File: src/rtl/bcd_serial_subtractor.sv
// Serial packed-BCD subtractor: A - B one digit per clock, LSD first, with a
// sign-magnitude result. Negative results are recovered by a second
// complementing pass over the working register.
module bcd_serial_subtractor #(
  parameter int DIGITS = 4
) (
  input  logic                  clk,
  input  logic                  rst_n,
  input  logic                  start,
  input  logic [4*DIGITS-1:0]   a,
  input  logic [4*DIGITS-1:0]   b,
  output logic                  busy,
  output logic                  done,
  output logic [4*DIGITS-1:0]   diff,
  output logic                  neg,
  output logic                  err
);

  localparam int W  = 4 * DIGITS;
  localparam int IW = (DIGITS > 1) ? $clog2(DIGITS) : 1;

  typedef enum logic [1:0] {IDLE, SUB, COMP, DONE} state_t;

  // Handshake: start is sampled only while busy=0 (IDLE or DONE); done is a
  // single-cycle pulse in DONE, and diff/neg/err are valid from that cycle
  // until the next DONE entry.
  state_t          state_q, state_d;
  logic [W-1:0]    a_q, a_d, b_q, b_d, res_q, res_d, diff_q, diff_d;
  logic [IW-1:0]   idx_q, idx_d;
  logic            borrow_q, borrow_d, chk_q, chk_d;
  logic            neg_q, neg_d, err_q, err_d;

  logic [IW+1:0]   sh;
  logic [3:0]      x_dig, y_dig, d_dig;
  logic [4:0]      t;
  logic            b_out, last;
  logic [W-1:0]    res_wr;

  function automatic logic has_bad(input logic [W-1:0] v);
    has_bad = 1'b0;
    for (int i = 0; i < DIGITS; i++) begin
      if (v[4*i +: 4] > 4'd9) has_bad = 1'b1;
    end
  endfunction

  // One shared digit slice: SUB uses a_i - b_i, COMP uses 0 - d_i.
  always_comb begin
    sh     = {idx_q, 2'b00};
    x_dig  = (state_q == COMP) ? 4'd0 : 4'(a_q >> sh);
    y_dig  = (state_q == COMP) ? 4'(res_q >> sh) : 4'(b_q >> sh);
    t      = {1'b0, x_dig} - {1'b0, y_dig} - {4'd0, borrow_q};
    b_out  = t[4];
    d_dig  = b_out ? (t[3:0] + 4'd10) : t[3:0];
    res_wr = (res_q & ~(W'(4'hF) << sh)) | (W'(d_dig) << sh);
    last   = (idx_q == IW'(DIGITS - 1));
  end

  always_comb begin
    state_d  = state_q;
    a_d      = a_q;
    b_d      = b_q;
    res_d    = res_q;
    idx_d    = idx_q;
    borrow_d = borrow_q;
    chk_d    = chk_q;
    diff_d   = diff_q;
    neg_d    = neg_q;
    err_d    = err_q;
    case (state_q)
      IDLE, DONE: begin
        if (start) begin
          a_d      = a;
          b_d      = b;
          res_d    = '0;
          idx_d    = '0;
          borrow_d = 1'b0;
          chk_d    = 1'b1;
          state_d  = SUB;
        end else if (state_q == DONE) begin
          state_d = IDLE;
        end
      end
      SUB: begin
        if (chk_q) begin
          // First SUB cycle validates the latched operands before any digit work.
          chk_d = 1'b0;
          if (has_bad(a_q) || has_bad(b_q)) begin
            state_d = DONE;
            diff_d  = '0;
            neg_d   = 1'b0;
            err_d   = 1'b1;
          end
        end else begin
          res_d    = res_wr;
          borrow_d = b_out;
          idx_d    = idx_q + IW'(1);
          if (last) begin
            if (b_out) begin
              idx_d    = '0;
              borrow_d = 1'b0;
              state_d  = COMP;
            end else begin
              state_d = DONE;
              diff_d  = res_wr;
              neg_d   = 1'b0;
              err_d   = 1'b0;
            end
          end
        end
      end
      COMP: begin
        res_d    = res_wr;
        borrow_d = b_out;
        idx_d    = idx_q + IW'(1);
        if (last) begin
          state_d = DONE;
          diff_d  = res_wr;
          neg_d   = 1'b1;
          err_d   = 1'b0;
        end
      end
      default: state_d = IDLE;
    endcase
  end

  always_ff @(posedge clk or negedge rst_n) begin
    if (!rst_n) begin
      state_q  <= IDLE;
      a_q      <= '0;
      b_q      <= '0;
      res_q    <= '0;
      idx_q    <= '0;
      borrow_q <= 1'b0;
      chk_q    <= 1'b0;
      diff_q   <= '0;
      neg_q    <= 1'b0;
      err_q    <= 1'b0;
    end else begin
      state_q  <= state_d;
      a_q      <= a_d;
      b_q      <= b_d;
      res_q    <= res_d;
      idx_q    <= idx_d;
      borrow_q <= borrow_d;
      chk_q    <= chk_d;
      diff_q   <= diff_d;
      neg_q    <= neg_d;
      err_q    <= err_d;
    end
  end

  assign busy = (state_q == SUB) || (state_q == COMP);
  assign done = (state_q == DONE);
  assign diff = diff_q;
  assign neg  = neg_q;
  assign err  = err_q;

endmodule

File: config.mk
export PLATFORM = sky130hd
export DESIGN_NAME = bcd_serial_subtractor
export DESIGN_NICKNAME = d
export VERILOG_FILES = /design/src/rtl/bcd_serial_subtractor.sv
export SDC_FILE = /design/constraint.sdc
export NUM_CORES = 1
export LEC_CHECK = 0
export BUFFER_PORTS_ARGS = -buffer_cell sky130_fd_sc_hd__buf_4
export CAP_MARGIN = 30
export CORE_ASPECT_RATIO = 1.2
export CORE_MARGIN = 2
export CORE_UTILIZATION = 57
export CTS_CLUSTER_SIZE = 14
export DETAILED_ROUTE_END_ITERATION = 8
export GPL_ROUTABILITY_DRIVEN = 0
export HOLD_SLACK_MARGIN = 0.1
export PLACE_DENSITY = 0.79
export SLEW_MARGIN = 20
export SYNTH_ARGS = -nofsm -noshare
export SYNTH_HDL_FRONTEND = slang
export SYNTH_SLANG_ARGS = --single-unit
File: constraint.sdc
create_clock -name clk -period 4.7 [get_ports clk]
set_input_delay 0.705 -clock clk [delete_from_list [all_inputs] [get_ports clk]]
set_output_delay 0.705 -clock clk [all_outputs]
set_load 0.05 [all_outputs]
== Yosys cells after proc, flatten, opt, wreduce, memory -nomap -nowiden ==
Cells that the tools add are included.

* Bitwise gates (word level): 3
* $lt $le $gt $ge: 8
* Mux-type cells: 53
* Reduce and logical (&&, ||, !) cells: 11
* Shift-type cells: 5
* Add/subtract/negate cells: 4
* Eq/ne operators: 11

{| class="wikitable"
|+ Operators with widths
! operator !! count
|-
| 2-to-1 mux 16 bit || 7
|-
| one-hot mux 16 bit (3 select lines) || 1
|-
| >> shifter 16 x 4 -> 4 bit || 3
|-
| greater-than comparator 4 bit (second input constant) || 8
|-
| one-hot mux 16 bit (2 select lines) || 1
|-
| 2-to-1 mux 1 bit || 25
|-
| 2-to-1 mux 2 bit || 10
|-
| AND 16 bit || 1
|-
| NOT 16 bit || 1
|-
| OR 16 bit || 1
|-
| left shift 4 x 4 -> 16 bit || 1
|-
| left shift 4 x 4 -> 16 bit (first input constant) || 1
|-
| 2-to-1 mux 4 bit || 3
|-
| inequality test 3 bit (second input constant) || 4
|-
| one-hot mux 2 bit (3 select lines) || 2
|-
| == test 2 bit (second input constant) || 3
|-
| inequality test 2 bit (second input constant) || 3
|-
| one-hot mux 1 bit (2 select lines) || 3
|-
| AND reduction 2 bit || 3
|-
| AND reduction 5 bit || 1
|-
| subtractor 4 x 4 -> 5 bit || 1
|-
| subtractor 5 x 1 -> 5 bit || 1
|-
| adder 4 bit (second input constant) || 1
|-
| AND reduction 4 bit || 1
|-
| 7 further kinds || 9
|}

* Logic and storage cells: 105
* Output and inout bits: 20
* Register bits after elaboration: 72
* Input bits: 35

== Longest topological paths before layout ==
* Depth in word-level cells: 12
* Depth in mapped cells: 16
* Gate-level depth less buffers: 13

== Worst setup path before layout ==
OpenSTA, ideal clock, no wires.

* Kind: register to register
* From: register state_q[0]
* To: register diff_q[11] (netlist: diff[11])
* Data required time: 4.633 ns
* Arrival: 3.623 ns
* Setup time: 0.067 ns
* Clock period less this slack: 3.690 ns
* Slack: 1.010 ns
* Stages on the path, launching flop included: 16
* Path through: dfrtp_1 inv_1 ha_1 buf_2 clkbuf_1 mux4_2 mux2i_1 fa_1 fa_1 xor2_1 ha_1 nor4bb_1 a31oi_1 a31o_1 a211oi_2 a221o_1

* Cells in the longest elaborated chain, start to end: 12
* Elaborated cells on any way between the ends: 21
* Those cells by class: 3 x add/sub; 6 x eq/ne; 1 x shift; 8 x mux; 1 x bitwise; 2 x reduce/logical

{| class="wikitable"
|+ RTL lines
! element !! line !! source
|-
| start: declaration || 27 || <nowiki>state_t state_q, state_d;</nowiki>
|-
| start signal: assignment || 139 || <nowiki>state_q <= state_d;</nowiki>
|-
| == test 2 bit || 49, 50, 69 ||
|-
| 2-to-1 mux 4 bit (on tied branches) || 49, 50 ||
|-
| subtractor 4 x 4 -> 5 bit || 51 || <nowiki>t = {1'b0, x_dig} - {1'b0, y_dig} - {4'd0, borrow_q};</nowiki>
|-
| subtractor 5 x 1 -> 5 bit || 51 ||
|-
| adder 4 bit || 53 || <nowiki>d_dig = b_out ? (t[3:0] + 4'd10) : t[3:0];</nowiki>
|-
| 2-to-1 mux 4 bit || 53 ||
|-
| left shift 4 x 4 -> 16 bit || 54 || <nowiki>res_wr = (res_q & ~(W'(4'hF) << sh)) | (W'(d_dig) << sh);</nowiki>
|-
| OR 16 bit || 54 ||
|-
| 2-to-1 mux 16 bit || 98 || <nowiki>if (b_out) begin</nowiki>
|-
| 2-to-1 mux 16 bit || 97 || <nowiki>if (last) begin</nowiki>
|-
| 2-to-1 mux 16 bit || 84 || <nowiki>if (chk_q) begin</nowiki>
|-
| one-hot mux 16 bit (2 select lines) || 69 || <nowiki>case (state_q)</nowiki>
|-
| end signal: assignment || 146 || <nowiki>diff_q <= diff_d;</nowiki>
|-
| end: declaration || 28 || <nowiki>logic [W-1:0] a_q, a_d, b_q, b_d, res_q, res_d, diff_q, diff_d;</nowiki>
|}

Parallel ways exist; a longest one is shown, timed or not. The select of a mux whose other input is x is not followed.
A chain may end at the register's enable or synchronous reset.

== Worst setup path after layout ==
* From: register idx_q[0]
* To: register neg_q (netlist: neg)

* Cells in the longest elaborated chain, start to end: 6
* Elaborated cells on any way between the ends: 12
* Those cells by class: 2 x add/sub; 4 x eq/ne; 3 x shift; 2 x mux; 1 x reduce/logical

{| class="wikitable"
|+ RTL lines
! element !! line !! source
|-
| start: declaration || 29 || <nowiki>logic [IW-1:0] idx_q, idx_d;</nowiki>
|-
| start signal: assignment || 143 || <nowiki>idx_q <= idx_d;</nowiki>
|-
| >> shifter 16 x 4 -> 4 bit (on tied branches) || 49, 50 ||
|-
| 2-to-1 mux 4 bit (on tied branches) || 49, 50 ||
|-
| subtractor 4 x 4 -> 5 bit || 51 ||
|-
| subtractor 5 x 1 -> 5 bit || 51 ||
|-
| inequality test 3 bit (no source line) || - ||
|-
| AND reduction 5 bit (no source line) * || - ||
|-
| end signal: assignment || 147 || <nowiki>neg_q <= neg_d;</nowiki>
|-
| end: declaration || 31 || <nowiki>logic neg_q, neg_d, err_q, err_d;</nowiki>
|}

Mark *: on every way between the ends. The rest lies on a longest branch, timed or not.

==> results by group <==
Drt
  – Routed vias: 2,815
  – DRT iter0 DRCs: 154
  – WL/cell: 19.8 um
  – Final wirelength: 9110 um
  – Remaining antenna violation count: 0
  – DRT Pass-1 Iters: 4
  – DRC errors left: 0
  – Vias/cell: 6.12

Synth
  – Synth unique cells: 56
  – Synth async-reset ratio: 100%
  – Average cell area after synthesis: 12.3 um2
  – Seq/Total Area, Yosys: 46.8%
  – Number of flops mapped to enable cells by yosys: 0
  – Main synth FF type: dfrtp_1
  – Yosys warnings: 0
  – Register bit total from synthesis: 72
  – Synth Cell Area: 3850 um2
  – Mapped Cells: 314
  – Syn_nets: 363

Final layout
  – Syn-to-layout area delta: 17.4%
  – Fraction of layout instances using a drive strength above 1: 34.1%
  – Fin cells: 460
  – # diodes: 0
  – Most frequent cells in the layout: dfrtp_1 (72), buf_4 (59), mux2_2 (32)
  – Most common cell after layout, fill and taps aside: dfrtp_1
  – Nets: 419

Clocking
  – TritonCTS sink count: 72
  – Post-CTS Resized: 0
  – CTS Root Cell: clkbuf_8
  – Num CTS Buffers: 9
  – CTS tree: built
  – Hold_buf cts: 0
  – Clk slew on worst S/H paths: 0.08 ns
  – Post-CTS setup buffers: 0
  – Longest Clk Path Bufs: 2
  – Clock latency on the worst-skew pair: 0.35 ns
  – CTS H-Tree Depth: 3

GRT
  – Tot GR Track Use: 26.5%
  – Grt met3 use: 4.71%
  – Grt ovf: 0
  – First-pass GRT wire length: 14,700 um
  – Largest net degree at the start of global routing: 73
  – GR Layer Usage met1: 32.9%
  – Antenna violations before repair: 0
  – Vias in the first global route: 2,908
  – Gr busiest metal: met2
  – Met2 Use GR: 43.5%

Place
  – Buffers on Ports: 54
  – Dpl hpwl: 6750 um
  – Post-Place Cells: 443
  – Place WS: 0.611 ns

Setup path
  – CP Class: reg -> reg
  – Crit path arrival time: 4.29 ns
  – Reg2reg end: neg
  – Reg2reg start: idx_q[0]
  – Crit Path Max Fanout: 18
  – FF-to-FF path depth: 9
  – Startpoint Class: flop
  – Critical Path End Type: flop
  – R2R Setup Slk: 0.65 ns
  – WP data required: 4.94 ns

Floorplanning
  – Die Wd: 79 um
  – Initial core utilization: 59.3%
  – Top Ports: 55
  – Die span in y: 94 um
  – Die ar.: 7430 um2
  – Placement row count: 32
  – Core box area: 6490 um2

Timing
  – Setup-failing EPs final: 0
  – Fin crit period: 4.05 ns
  – Final worst setup slack: 0.651 ns
  – Clock skew: 0.00950 ns
  – Slew headroom: 40.8%
  – Hold Vio Cnt, Final: 0
  – FMAX: 0.247 GHz
  – Unrepaired setup endpoints after global routing: no
  – Max Slew Vio Count: 0
  – Sum Neg Setup Slack: 0 ns
  – Period utilization: 86.2%
  – Worst-Margin Slew: 0.885 ns

Outcome
  – Status: finished, final reports clean

Worst hold path
  – Worst min path class: in -> async

Run
  – Max cap viols: 0
==> cells by family (layout without fill, tap and decap cells) <==
kind of cell               count (synthesis)  count (layout)  share of synthesized area (%)
AOI/OAI and AO/OA                         84              84                           17.4
xor gates and xnor gates                   2               2                          0.813
adders and majority gates                 14              14                           4.94
buffers and inverters                     36              97                           4.55
DFF                                       72              72                           46.8
muxes                                     49              49                           17.4
and+or+nand+nor                           57              57                           8.03
==> through the flow <==
step	utilization, %	hold WS [ns]	cell area (um2)
after floorplan	-	0.409	3850
after global placement	66.3	0.479	4300
after detailed placement	66.3	0.492	4300
after CTS	69.3	0.509	4500
after global routing	69.6	0.312	4520
final	69.6	0.294	4520
==> worst max path at each step <==
stage,from,endpoint,slack (ns),depth (start not counted)
final,idx_q[0],neg,0.65,9
after global placement,idx_q[0],neg,0.75,9
after floorplan,state_q[0],diff[11],1.01,15
after global routing,idx_q[0],diff[8],0.37,9
after CTS,idx_q[0],neg,0.61,9
after detailed placement,idx_q[0],neg,0.61,9
==> flip-flops by register name (all words and copies together), names as in the netlist <==
name      count
chk_q         1
b_q          16
err           1
idx_q         2
borrow_q      1
a_q          16
diff         16
neg           1
state_q       2
res_q        16
==> synth_stat cells (3+ instances only) <==
master / count / area [um2]
a21oi_1: 5 / 25.0
a221o_1: 3 / 30.0
a22o_1: 25 / 219
a32o_1: 4 / 40.0
buf_1: 4 / 15.0
buf_6: 5 / 56.3
clkbuf_1: 4 / 15.0
dfrtp_1: 72 / 1800
ha_1: 12 / 150
inv_1: 20 / 75.1
mux2_2: 32 / 360
mux2i_1: 5 / 50.1
mux4_2: 11 / 248
nand2_1: 21 / 78.8
nand2b_1: 4 / 25.0
nor2_1: 8 / 30.0
nor2b_1: 5 / 31.3
nor4b_1: 3 / 26.3
o21ai_0: 19 / 95.1
o21ai_1: 4 / 20.0
o22ai_1: 3 / 18.8
o32ai_1: 4 / 35.0
==> worst max-delay path, cell delays in order (launching register included) <==
cell and delay [ns]:
dfrtp_1 0.76, mux4_2 0.59, nor2b_1 0.16, fa_1 0.42, fa_1 0.46, nand2b_4 0.18
a211o_1 0.36, nand2_1 0.11, a211o_1 0.52, mux2_1 0.37
==> per-layer routing <==
metal | routed length [um] | share of wire, % | up-vias
met1 | 3660 | 40 | 1416
met5 | 0 | 0 | -
met4 | 398 | 4.4 | 0
met2 | 4650 | 51 | 81
li1 | - | - | 1291
met3 | 404 | 4.4 | 27
==> layout make-up <==
| class | count | area [um2] |
|---|---|---|
| fill | 488 | 1970 |
| multi-input combinational | 206 | 1870 |
| clock inverter | 6 | 67.6 |
| timing repair buffer | 60 | 463 |
| sequential | 72 | 1800 |
| clock buffer | 10 | 128 |
| tap | 85 | 106 |
| inverter | 21 | 78.8 |
Power is not shown: default switching activity piles up to over one toggle a cycle in this logic, so the estimate is an artifact.
